==> src/rtl/mips_mem_pkg.sv <==
// Shared encodings for the MEM-stage load/store path: access sizes, FSM states,
// and the helpers that map size/address onto byte lanes.
package mips_mem_pkg;

  localparam logic [1:0] SZ_BYTE = 2'b00;
  localparam logic [1:0] SZ_HALF = 2'b01;
  localparam logic [1:0] SZ_WORD = 2'b10;

  localparam logic [1:0] ST_IDLE = 2'b00;
  localparam logic [1:0] ST_WAIT = 2'b01;
  localparam logic [1:0] ST_DONE = 2'b10;

  localparam int unsigned DEFAULT_TIMEOUT = 255;

  // Access attributes latched on entry to WAIT so load alignment does not
  // depend on the pipeline inputs staying frozen.
  typedef struct packed {
    logic [1:0] size;
    logic       uns;
    logic [1:0] lo;
  } mem_req_t;

  function automatic logic is_misaligned(input logic [1:0] size, input logic [1:0] lo);
    case (size)
      SZ_BYTE: is_misaligned = 1'b0;
      SZ_HALF: is_misaligned = lo[0];
      default: is_misaligned = (lo != 2'b00);
    endcase
  endfunction

  function automatic logic [3:0] byte_en(input logic [1:0] size, input logic [1:0] lo);
    case (size)
      SZ_BYTE: byte_en = 4'b0001 << lo;
      SZ_HALF: byte_en = lo[1] ? 4'b1100 : 4'b0011;
      default: byte_en = 4'b1111;
    endcase
  endfunction

  function automatic logic [31:0] store_rep(input logic [1:0] size, input logic [31:0] d);
    case (size)
      SZ_BYTE: store_rep = {4{d[7:0]}};
      SZ_HALF: store_rep = {2{d[15:0]}};
      default: store_rep = d;
    endcase
  endfunction

endpackage

==> src/rtl/mem_access_stage_if.sv <==
// Data-memory bus between the MEM stage (master) and the memory (slave).
interface mem_access_stage_if;
  logic        Mem_Req;
  logic        Mem_We;
  logic [31:0] Mem_Addr;
  logic [3:0]  Mem_BE;
  logic [31:0] Mem_WData;
  logic        Mem_Ack;
  logic [31:0] Mem_RData;

  modport master (
    output Mem_Req, Mem_We, Mem_Addr, Mem_BE, Mem_WData,
    input  Mem_Ack, Mem_RData
  );

  modport slave (
    input  Mem_Req, Mem_We, Mem_Addr, Mem_BE, Mem_WData,
    output Mem_Ack, Mem_RData
  );
endinterface

==> src/rtl/mem_load_align.sv <==
// Picks the addressed byte/half out of a little-endian read word and extends it.
module mem_load_align
  import mips_mem_pkg::*;
(
  input  logic [31:0] rdata,
  input  logic [1:0]  lo,
  input  logic [1:0]  size,
  input  logic        uns,
  output logic [31:0] data
);

  logic [7:0]  b;
  logic [15:0] h;

  always_comb begin
    b = rdata[{lo, 3'b000} +: 8];
    h = lo[1] ? rdata[31:16] : rdata[15:0];
    case (size)
      SZ_BYTE: data = {{24{~uns & b[7]}}, b};
      SZ_HALF: data = {{16{~uns & h[15]}}, h};
      default: data = rdata;
    endcase
  end

endmodule

==> src/rtl/mem_access_stage.sv <==
// MEM pipeline stage: issues one memory access per load/store, stalls the
// pipeline until ack or timeout, and returns aligned/extended load data.
module mem_access_stage
  import mips_mem_pkg::*;
#(
  parameter int unsigned TIMEOUT_CYCLES = DEFAULT_TIMEOUT
) (
  input  logic               Clk,
  input  logic               Reset_n,
  input  logic               MemRead_MEM,
  input  logic               MemWrite_MEM,
  input  logic [1:0]         Mem_Size_MEM,
  input  logic               Load_Unsigned_MEM,
  input  logic [31:0]        ALU_Result_MEM,
  input  logic [31:0]        Write_Data_MEM,
  output logic [31:0]        Read_Data_MEM,
  output logic               Stall_MEM,
  output logic               Addr_Error,
  output logic               Bus_Error,
  mem_access_stage_if.master mem
);

  localparam logic [7:0] TO_LAST = 8'(TIMEOUT_CYCLES - 1);

  logic [1:0]  state;
  logic [7:0]  wait_cnt;
  mem_req_t    req_q;
  logic [31:0] load_data;
  logic        op_vld;
  logic        mis;

  assign op_vld = MemRead_MEM | MemWrite_MEM;
  assign mis    = is_misaligned(Mem_Size_MEM, ALU_Result_MEM[1:0]);

  // Misalignment only matters for the instruction being launched from IDLE.
  assign Addr_Error = (state == ST_IDLE) & op_vld & mis;
  assign Stall_MEM  = ((state == ST_IDLE) & op_vld & ~mis) | (state == ST_WAIT);

  mem_load_align u_align (
    .rdata (mem.Mem_RData),
    .lo    (req_q.lo),
    .size  (req_q.size),
    .uns   (req_q.uns),
    .data  (load_data)
  );

  always_ff @(posedge Clk or negedge Reset_n) begin
    if (!Reset_n) begin
      state         <= ST_IDLE;
      wait_cnt      <= '0;
      req_q         <= '0;
      Read_Data_MEM <= '0;
      Bus_Error     <= 1'b0;
      mem.Mem_Req   <= 1'b0;
      mem.Mem_We    <= 1'b0;
      mem.Mem_Addr  <= '0;
      mem.Mem_BE    <= '0;
      mem.Mem_WData <= '0;
    end else begin
      Bus_Error <= 1'b0;
      case (state)
        ST_IDLE: begin
          wait_cnt <= '0;
          if (op_vld) begin
            if (mis) begin
              Read_Data_MEM <= '0;
            end else begin
              // Write wins when both strobes are set.
              state         <= ST_WAIT;
              mem.Mem_Req   <= 1'b1;
              mem.Mem_We    <= MemWrite_MEM;
              mem.Mem_Addr  <= {ALU_Result_MEM[31:2], 2'b00};
              mem.Mem_BE    <= byte_en(Mem_Size_MEM, ALU_Result_MEM[1:0]);
              mem.Mem_WData <= store_rep(Mem_Size_MEM, Write_Data_MEM);
              req_q         <= '{size: Mem_Size_MEM, uns: Load_Unsigned_MEM,
                                 lo: ALU_Result_MEM[1:0]};
            end
          end
        end
        ST_WAIT: begin
          if (mem.Mem_Ack) begin
            state       <= ST_DONE;
            mem.Mem_Req <= 1'b0;
            if (!mem.Mem_We) Read_Data_MEM <= load_data;
          end else if (wait_cnt == TO_LAST) begin
            state         <= ST_DONE;
            mem.Mem_Req   <= 1'b0;
            Bus_Error     <= 1'b1;
            Read_Data_MEM <= '0;
          end else begin
            wait_cnt <= wait_cnt + 8'd1;
          end
        end
        ST_DONE: state <= ST_IDLE;
        default: state <= ST_IDLE;
      endcase
    end
  end

endmodule
==> src/flat_wrapper.sv <==
// flat-port wrapper written by rule: the top's interface ports become plain ports
module mem_access_stage_flat import mips_mem_pkg::*;
#(
  parameter int unsigned TIMEOUT_CYCLES = DEFAULT_TIMEOUT
)
  (Clk, Reset_n, MemRead_MEM, MemWrite_MEM, Mem_Size_MEM, Load_Unsigned_MEM, ALU_Result_MEM, Write_Data_MEM, Read_Data_MEM, Stall_MEM, Addr_Error, Bus_Error, mem_Mem_Req, mem_Mem_We, mem_Mem_Addr, mem_Mem_BE, mem_Mem_WData, mem_Mem_Ack, mem_Mem_RData);
  mem_access_stage_if mem_i ();
  input  logic Clk;
  input  logic Reset_n;
  input  logic MemRead_MEM;
  input  logic MemWrite_MEM;
  input  logic [1:0] Mem_Size_MEM;
  input  logic Load_Unsigned_MEM;
  input  logic [31:0] ALU_Result_MEM;
  input  logic [31:0] Write_Data_MEM;
  output logic [31:0] Read_Data_MEM;
  output logic Stall_MEM;
  output logic Addr_Error;
  output logic Bus_Error;
  output wire logic [$bits(mem_i.Mem_Req)-1:0] mem_Mem_Req;
  output wire logic [$bits(mem_i.Mem_We)-1:0] mem_Mem_We;
  output wire logic [$bits(mem_i.Mem_Addr)-1:0] mem_Mem_Addr;
  output wire logic [$bits(mem_i.Mem_BE)-1:0] mem_Mem_BE;
  output wire logic [$bits(mem_i.Mem_WData)-1:0] mem_Mem_WData;
  input wire logic [$bits(mem_i.Mem_Ack)-1:0] mem_Mem_Ack;
  input wire logic [$bits(mem_i.Mem_RData)-1:0] mem_Mem_RData;
  assign mem_Mem_Req = mem_i.Mem_Req;
  assign mem_Mem_We = mem_i.Mem_We;
  assign mem_Mem_Addr = mem_i.Mem_Addr;
  assign mem_Mem_BE = mem_i.Mem_BE;
  assign mem_Mem_WData = mem_i.Mem_WData;
  assign mem_i.Mem_Ack = mem_Mem_Ack;
  assign mem_i.Mem_RData = mem_Mem_RData;
  mem_access_stage #(.TIMEOUT_CYCLES(TIMEOUT_CYCLES)) u_core (.Clk(Clk), .Reset_n(Reset_n), .MemRead_MEM(MemRead_MEM), .MemWrite_MEM(MemWrite_MEM), .Mem_Size_MEM(Mem_Size_MEM), .Load_Unsigned_MEM(Load_Unsigned_MEM), .ALU_Result_MEM(ALU_Result_MEM), .Write_Data_MEM(Write_Data_MEM), .Read_Data_MEM(Read_Data_MEM), .Stall_MEM(Stall_MEM), .Addr_Error(Addr_Error), .Bus_Error(Bus_Error), .mem(mem_i));
endmodule
==> config.mk <==
export PLATFORM = sky130hd
export DESIGN_NAME = mem_access_stage_flat
export DESIGN_NICKNAME = d
export VERILOG_FILES = /design/src/rtl/mips_mem_pkg.sv /design/src/rtl/mem_access_stage_if.sv /design/src/rtl/mem_load_align.sv /design/src/rtl/mem_access_stage.sv /design/src/flat_wrapper.sv
export SDC_FILE = /design/constraint.sdc
export NUM_CORES = 1
export LEC_CHECK = 0
export CAP_MARGIN = 0
export CORE_MARGIN = 2
export CORE_UTILIZATION = 44
export DETAILED_ROUTE_END_ITERATION = 16
export GPL_ROUTABILITY_DRIVEN = 0
export PLACE_DENSITY = 0.83
export SETUP_SLACK_MARGIN = 0.2
export SLEW_MARGIN = 0
export SYNTH_ARGS = -nofsm -noshare
export SYNTH_HDL_FRONTEND = slang
export SYNTH_SLANG_ARGS = --single-unit
==> constraint.sdc <==
create_clock -name Clk -period 2.4 [get_ports Clk]
set_input_delay 0.72 -clock Clk [delete_from_list [all_inputs] [get_ports Clk]]
set_output_delay 0.72 -clock Clk [all_outputs]
set_load 0.05 [all_outputs]
# ---- Word level (Yosys, flattened, before mapping)
# Cells that the tools add are included.
dict set report totals {
  regBits 116
  input_bits 104
  out_inout_bits 105
  word_cells 73
}
dict set report classes {
  add_sub_neg 1
  n_eq_ne 11
  shifts 2
  mux 28
  n_bitwise 9
  reduce_logical 10
}
# operator n
set op_table {}
lappend op_table {{$pmux 32 s2} 3}
lappend op_table {{$mux 32} 5}
lappend op_table {{$shiftx 32x6->8} 1}
lappend op_table {{$mux 16} 1}
lappend op_table {{$mux 8} 2}
lappend op_table {{$pmux 8 s2} 1}
lappend op_table {{$reduce_and 3->1} 3}
lappend op_table {{$add 8x1->8 const B} 1}
lappend op_table {{$eq 8x8->1 const B} 1}
lappend op_table {{$mux 2} 4}
lappend op_table {{$pmux 4 s2} 1}
lappend op_table {{$mux 1} 7}
lappend op_table {{$eq 2x1->1 const B} 3}
lappend op_table {{$logic_not 2->1} 3}
lappend op_table {{$ne 2x2->1 const B} 3}
lappend op_table {{$ne 3x3->1 const B} 2}
lappend op_table {{$and 1x1->1} 5}
lappend op_table {{$reduce_and 5->1} 1}
lappend op_table {{$mux 4} 1}
lappend op_table {{$ne 2x1->1 const B} 2}
lappend op_table {{$pmux 1 s2} 2}
lappend op_table {{$pmux 2 s2} 1}
lappend op_table {{$reduce_and 4->1} 1}
lappend op_table {{$reduce_bool 2->1} 2}
lappend op_table {{other kinds (3)} 5}

# ---- Longest topological paths before layout
# Gate-level depths: netlist of run 1.
dict set report depth {
  depth_word 6
  depth_mapped 7
  mapped_depth_nobuf 6
}

# ---- By module
# A second synthesis of run 1 with hierarchy kept.
dict set report unflattened {
  hier_cells 510
  hier_area_um2 5572.8
}
# mod n_inst cells_per_inst area_each_um2 seq_area_each_um2
set by_module_without_submodules {}
lappend by_module_without_submodules {mem_access_stage 1 388 4878.4 2902.8}
lappend by_module_without_submodules {mem_load_align 1 122 694.4 0.0}

# ---- Worst setup path after synthesis of run 1
# OpenSTA, ideal clock, no wires.
dict set report synth_timing {
  path_type {input port to output port}
  from {input port Mem_Size_MEM[1]}
  to {output port Addr_Error}
  t_arrival_ns 2.513
  t_required_ns 1.680
  slack_ns -0.833
  cell_stages 3
  n_path_buf 1
  path_cell_list {nor2_1 > buf_2 > nor4_1}
}
dict set report synth_via {
  elab_chain_len 3
  elab_cells_between_ends 4
  classes_between {eq/ne (1); mux (1); bitwise (1); reduce/logical (1)}
}
# element line
set synth_lines {}
lappend synth_lines {{start, declared} flat_wrapper.sv:12} ;# input logic [1:0] Mem_Size_MEM;
lappend synth_lines {{$eq 2x1->1 / $logic_not 2->1 (equally long branches)} mips_mem_pkg.sv:24} ;# case (size)
lappend synth_lines {{$pmux 1 s2 *} mips_mem_pkg.sv:24}
lappend synth_lines {{$and 1x1->1 *} mem_access_stage.sv:36} ;# assign Addr_Error = (state == ST_IDLE) & op_vld & mis;
lappend synth_lines {{end, declared} flat_wrapper.sv:18} ;# output logic Addr_Error;
# Every way passes the cells marked *; elsewhere a longest branch is shown, timed or not.

# ---- Final worst setup path of run 1
dict set report layout_timing {
  from {register u_core.state[0]}
  to {output port Addr_Error}
}
dict set report layout_via {
  elab_chain_len 3
}
# element line
set layout_lines {}
lappend layout_lines {{start, declared} mem_access_stage.sv:25} ;# logic [1:0] state;
lappend layout_lines {{start signal, assigned} mem_access_stage.sv:49} ;# state <= ST_IDLE;
lappend layout_lines {{start signal, assigned} mem_access_stage.sv:69} ;# state <= ST_WAIT;
lappend layout_lines {{start signal, assigned} mem_access_stage.sv:82} ;# state <= ST_DONE;
lappend layout_lines {{$logic_not 2->1} mem_access_stage.sv:36}
lappend layout_lines {{$and 1x1->1 (2 in series)} mem_access_stage.sv:36}
# No other way between the ends.

==> qor.yml, run 1 <==
clock_latency_ps: 410
endpoint_kind: "output port"
initial_core_util: 0.451
synth_seq_cells: 116
clkSinkCount: 116
hp-class: "in -> async"
ys_types: 61
wire_per_inst_um: 18.7
cts_buffers: 17
crit_type: "reg -> out"
drv_cap: 0
ys_seq_area_frac: 0.533
wirelength_um: 16600
fin_hold_ws_ps: 273
p_leak_nw: 3.94
p_sw_mw: 5.49
vias: 4931
diodes: 0
row_count: 40
syn_area_um2: 5450
clock_skew_ps: 7.85
drive_above_1_share: 0.129
maxSlewViolCount: 0
reg2reg_from: "u_core.wait_cnt[0]$_DFFE_PN0P_"
synth_warnings: 0
cts.hold.buffers_added: 0
synth_top_area_frac: 0.533
seq_area_um2: 2900
async_reset_ff_frac: 1.00
r2r-end: "u_core.Read_Data_MEM[8]$_DFFE_PN0P_"
worstPathArrival_ps: 1590
p_clk_frac: 0.211
power_frac_seq: 0.279
portBuffers: 206
clk_path_buf_depth: 2
h-tree-depth: 4
crit_required_ps: 1680
syn_to_final_growth_pct: 54.2
grt_pass1_wl_um: 26100
worst_pin_slew_ps: 1090
crit_fanout: 4
timing.final.crit_share: 0.964
die_x_um: 115
grt_usage: 0.258
core_um2: 12100
relSlewSlack: 0.272
die_h_um: 115
place_ws_ps: -393
ir_drop_uv: 988
status: "completed"
pin_count: 209
drc: 0
grt_setup_unrepaired: "yes"
finalHoldViolations: 0
synth.area.top_cells: "dfrtp_1 53%, mux2_1 9.9%, mux2i_1 4.6%"
setup_violations: 0
setup_slack_ps: 87.4
ant_nets: 0
dieArea_um2: 13300
synth_edf_count: 0
switching_share: 0.476
ys.flop_type: "dfrtp_1"
p_total_mw: 11.5
pwr_density_cell_nw_per_um2: 1380
hpwlAfterDp_um: 12200
nets: 815
antenna_found_initial: 1
drt-initial-drc-count: 428
r2r_cells: 7
cts_tree: "done"
intPower_mw: 6.06
power_frac_comb: 0.510
fmax_mhz: 432
cp-start-kind: "flip-flop"
ff2ff_setup_slack_ps: 380
num-fill-cells: 871
cts.clk_slew.worst_paths_ps: 50
worstSetupStartpoint: "u_core.state[0]$_DFFE_PN0P_"
fin_crit_ps: 2310
firstDrtPassIters: 5
synthCells: 484
grt_max_degree: 54
viasPerCell: 5.54
clockRootBuffer: "clkbuf_16"
synth_area_leader_cell: "dfrtp_1"
multi_input_area_um2: 2410
syn_avg_cell_area_um2: 11.3
overflow: 0
first_global_vias: 5095
[synthesized netlist by cell type (2+ instances only)]
master     number
clkbuf_1       16
nand2b_1        4
mux2i_1        25
nor3b_1         2
a211oi_1        4
o221ai_1        2
a31oi_1         4
xnor2_1         2
o2bb2ai_1      16
o21ai_1        29
buf_2          15
nand2_1        36
nor2_1         22
a21o_1          5
nand3_1         6
nand4_1         4
a21oi_1        37
ha_1            2
inv_1           8
o21ai_0         6
buf_6           2
mux2_1         48
o22ai_1        11
nor2b_1         7
dfrtp_1       116
a22o_1         11
a221o_1         3
a221oi_1        3
a211o_1         4
or3b_1          2
buf_4           2
[cells in the final DEF (no fill, tap or decap), drive strengths merged, types with 2 or more instances in the layout]
cell type	count
a211o	4
a211oi	4
a21o	5
a21oi	37
a221o	3
a221oi	3
a22o	11
a31oi	4
buf	45
bufinv	2
clkbuf	21
clkdlybuf4s50	96
clkinv	9
conb	2
dfrtp	116
dlygate4sd2	99
ha	2
inv	9
mux2	49
mux2i	25
nand2	36
nand2b	5
nand3	6
nand4	4
nor2	23
nor2b	7
nor3	2
nor3b	3
o21ai	35
o221ai	2
o22ai	12
o2bb2ai	16
o311ai	2
or2	2
or3b	2
xnor2	2
[layer usage]
layer | vias to the layer above | share of wire | track usage
met2 | 265 | 0.48 | 0.418
met3 | 50 | 0.10 | 0.104
met5 | - | 0.00096 | 0
li1 | 2229 | - | -
met1 | 2385 | 0.38 | 0.298
met4 | 2 | 0.034 | 0.123
[worst max path at each step]
stage / end / slack [ps]
final: Addr_Error / 90
after global routing: Addr_Error / 70
after CTS: Addr_Error / 70
after detailed placement: Addr_Error / -390
after global placement: Addr_Error / -390
after floorplan: Addr_Error / 190
[stage by stage]
stage | utilization | instance area (µm²) | setup TNS [ps] | std cells
floorplan | - | 5510 | 0 | 485
global placement | 0.657 | 7930 | -17490 | 856
detailed placement | 0.657 | 7930 | -20350 | 856
CTS | 0.696 | 8390 | 0 | 890
global route | 0.696 | 8400 | 0 | 890
finish | 0.696 | 8400 | 0 | 890
[critical path, cell delays in order, from the launching register on]
cell and delay [ps]:
dfrtp_1 390, or2_4 290, nor4_4 320, buf_12 180
[power by group through the flow]
stage / logic, mW / registers [mW] / clock network [mW]
3_3_place_gp: 6.24 / 3.23 / 0
5_1_grt: 6.19 / 3.31 / 2.57
3_5_place_dp: 6.35 / 3.27 / 0
6_report: 5.89 / 3.22 / 2.44
4_1_cts: 5.92 / 3.23 / 2.48
2_1_floorplan: 1.59 / 5.67 / 0
[state kept, by name, summed over array words and instances, names as in the netlist]
| name | cells |
|---|---|
| u_core.req_q | 5 |
| u_core.mem.Mem_BE | 4 |
| u_core.mem.Mem_Addr | 30 |
| u_core.mem.Mem_Req | 1 |
| u_core.Read_Data_MEM | 32 |
| u_core.mem.Mem_We | 1 |
| u_core.wait_cnt | 8 |
| u_core.mem.Mem_WData | 32 |
| u_core.Bus_Error | 1 |
| u_core.state | 2 |
[layout make-up]
type | instances | area share
timing repair buffer | 241 | 0.270
clock buffer | 21 | 0.0548
sequential | 116 | 0.346
inverter | 9 | 0.00402
clock inverter | 11 | 0.0130
multi-input combinational | 324 | 0.287
tap | 168 | 0.0250
[what timing repair did]
item	4_1_cts	5_1_grt
setup buffers	2	0
gates resized for setup	129	1
endpoints found under the hold margin	0	0
endpoints found under the setup margin	144	5
pin swaps	6	2
[logic make-up after synthesis]
family / Yosys count / synth area share
flops: 116 / 0.533
xor+xnor: 3 / 0.00483
fa+ha+maj: 2 / 0.00459
mux: 74 / 0.147
simple gates: 97 / 0.0905
other cells: 1 / 0.000689
buf+inv: 45 / 0.0386
compound gates: 146 / 0.180
Note: power is estimated with default switching activity, not from simulation.
==> run 2: changes to the inputs <==
--- a/config.mk
+++ b/config.mk
@@ -6,7 +6,6 @@
 export NUM_CORES = 1
 export LEC_CHECK = 0
 export CAP_MARGIN = 0
-export CORE_MARGIN = 2
 export CORE_UTILIZATION = 44
 export DETAILED_ROUTE_END_ITERATION = 16
 export GPL_ROUTABILITY_DRIVEN = 0
==> run 2 against run 1 <==
Effect of this change: cell count increased by 0.45%; via count decreased by 0.18%; sequential cell count unchanged; hold slack got worse by 130 ps; critical path type unchanged; largest power group unchanged.
==> qor.yml, run 2 (synthesis results as in run 1) <==
status: "completed"  # unchanged
antenna_found_initial: 0  # was 1
hpwlAfterDp_um: 11600  # was 12,200 µm
ff2ff_setup_slack_ps: 190  # was 380 ps
r2r-end: "u_core.Read_Data_MEM[28]$_DFFE_PN0P_"  # was u_core.Read_Data_MEM[8]$_DFFE_PN0P_
setup_slack_ps: 46.7  # was 87.4 ps
diodes: 0  # unchanged
setup_violations: 0  # unchanged
relSlewSlack: 0.237  # was 0.272
clock_skew_ps: 8.34  # was 7.85 ps
fin_setup_tns_ps: 0  # unchanged
hp-class: "in -> async"  # unchanged
row_count: 40  # unchanged
timing.final.crit_share: 0.981  # was 0.964
drive_above_1_share: 0.132  # was 0.129
grt_usage: 0.266  # was 0.258
dieArea_um2: 12800  # was 13,300 µm²
h-tree-depth: 4  # unchanged
cts_buffers: 17  # unchanged
layout_common_cells: "115 x dfrtp_1, 99 x dlygate4sd2_1, 96 x clkdlybuf4s50_1, 48 x mux2_1, 36 x a21oi_1"  # was 116 x dfrtp_1, 99 x dlygate4sd2_1, 96 x clkdlybuf4s50_1, 48 x mux2_1, 36 x a21oi_1
viasPerCell: 5.51  # was 5.54
fin_crit_ps: 2350  # was 2310 ps
portBuffers: 206  # unchanged
core_um2: 12100  # unchanged
r2r_cells: 12  # was 7
postLayoutCellArea_um2: 8430  # was 8400 µm²
highest_layer: "met4"  # was met5
firstDrtPassIters: 5  # unchanged
die_x_um: 113  # was 115 µm
syn_to_final_growth_pct: 54.8  # was 54.2%
grt_setup_unrepaired: "yes"  # unchanged
grt_max_degree: 56  # was 54
drt-initial-drc-count: 462  # was 428
clkSinkCount: 116  # unchanged
crit_type: "reg -> out"  # unchanged
cts.clk_slew.worst_paths_ps: 50  # about the same
clockRootBuffer: "clkbuf_16"  # unchanged
fmax_mhz: 425  # was 432 MHz
wire_per_inst_um: 18.1  # was 18.7 µm
crit_fanout: 4  # unchanged
overflow: 0  # unchanged
worstPathArrival_ps: 1630  # was 1590 ps
clock_latency_ps: 410  # about the same
first_global_vias: 5222  # was 5,095
vias: 4922  # was 4,931
initial_core_util: 0.451  # unchanged
ir_drop_uv: 1040  # was 988 µV
reg_top3: "u_core.Read_Data_MEM: 32 flops, u_core.mem.Mem_WData: 32 flops, u_core.mem.Mem_Addr: 30 flops"  # unchanged
final_common_cell: "dfrtp_1"  # unchanged
m1WireLength_um: 6400  # was 6390 µm
dpl_cell_area_um2: 7900  # was 7930 µm²
drc: 0  # unchanged
finalHoldViolations: 0  # unchanged
routed-wl-met3_um: 1620  # was 1720 µm
cts_tree: "done"  # unchanged
die_h_um: 113  # was 115 µm
wl_met2_um: 7800  # was 7910 µm
pin_count: 209  # unchanged
grt_pass1_wl_um: 26400  # was 26,100 µm
reg2reg_from: "u_core.state[0]$_DFFE_PN0P_"  # was u_core.wait_cnt[0]$_DFFE_PN0P_
pwr_density_cell_nw_per_um2: 1370  # was 1380 nW/µm²
p_leak_nw: 3.96  # was 3.94 nW
nets: 819  # was 815
crit_required_ps: 1680  # about the same
place_ws_ps: -382  # was -393 ps
maxSlewViolCount: 0  # unchanged
clk_path_buf_depth: 2  # unchanged
wirelength_um: 16200  # was 16,600 µm
cp-start-kind: "flip-flop"  # unchanged
ant_nets: 0  # unchanged
drv_cap: 0  # unchanged
endpoint_kind: "output port"  # unchanged
worst_pin_slew_ps: 1140  # was 1090 ps
==> run 2: cell type report <==
class	count	area [µm²]
fill	891	3630
inverter	9	33.8
tap	168	210
multi-input combinational	324	2410
clock buffer	22	464
timing repair buffer	245	2300
sequential	116	2900
clock inverter	10	106
==> run 2: metal layers <==
metal,up-vias,global-route usage
met5,-,0
li1,2234,-
met2,292,0.445
met3,35,0.0959
met1,2361,0.309
met4,0,0.111
==> run 2: stage by stage <==
| step | total power [mW] | hold WS (ps) | std cells | utilization |
|---|---|---|---|---|
| floorplan | 7.27 | 424 | 485 | - |
| detailed placement | 9.58 | 469 | 852 | 0.655 |
| finish | 11.6 | 144 | 894 | 0.699 |
| global route | 12.1 | 142 | 894 | 0.699 |
| global placement | 9.43 | 468 | 852 | 0.655 |
| CTS | 11.6 | 133 | 892 | 0.698 |
==> run 2: worst max-delay path by stage <==
stage,start,slack (ps),end
2_1_floorplan,Mem_Size_MEM[1],190,Addr_Error
3_3_place_gp,Mem_Size_MEM[1],-370,Addr_Error
4_1_cts,u_core.state[0]$_DFFE_PN0P_,30,Addr_Error
6_report,u_core.state[0]$_DFFE_PN0P_,50,Addr_Error
5_1_grt,u_core.state[0]$_DFFE_PN0P_,8,Addr_Error
3_5_place_dp,Mem_Size_MEM[1],-380,Addr_Error
==> run 2: worst max-delay path, cell delays in order (launching register included) <==
cell and delay [ps]:
dfrtp_2 410, or2_4 280, nor4_4 340, buf_12 190
==> run 2: timing repair <==
action,4_1_cts,5_1_grt
endpoints found under the setup margin,144,2
gates cloned,0,0
pin swaps,5,0
setup buffers,8,2
resized for setup,133,0
hold buffers,0,0
hold endpoints to repair,0,0
==> run 2: report_power, final <==
part           internal (mW)  switching [mW]  total [mW]
sequential              2.72           0.489        3.21
clock                   1.57           0.861        2.43
combinational           1.81            4.13        5.93
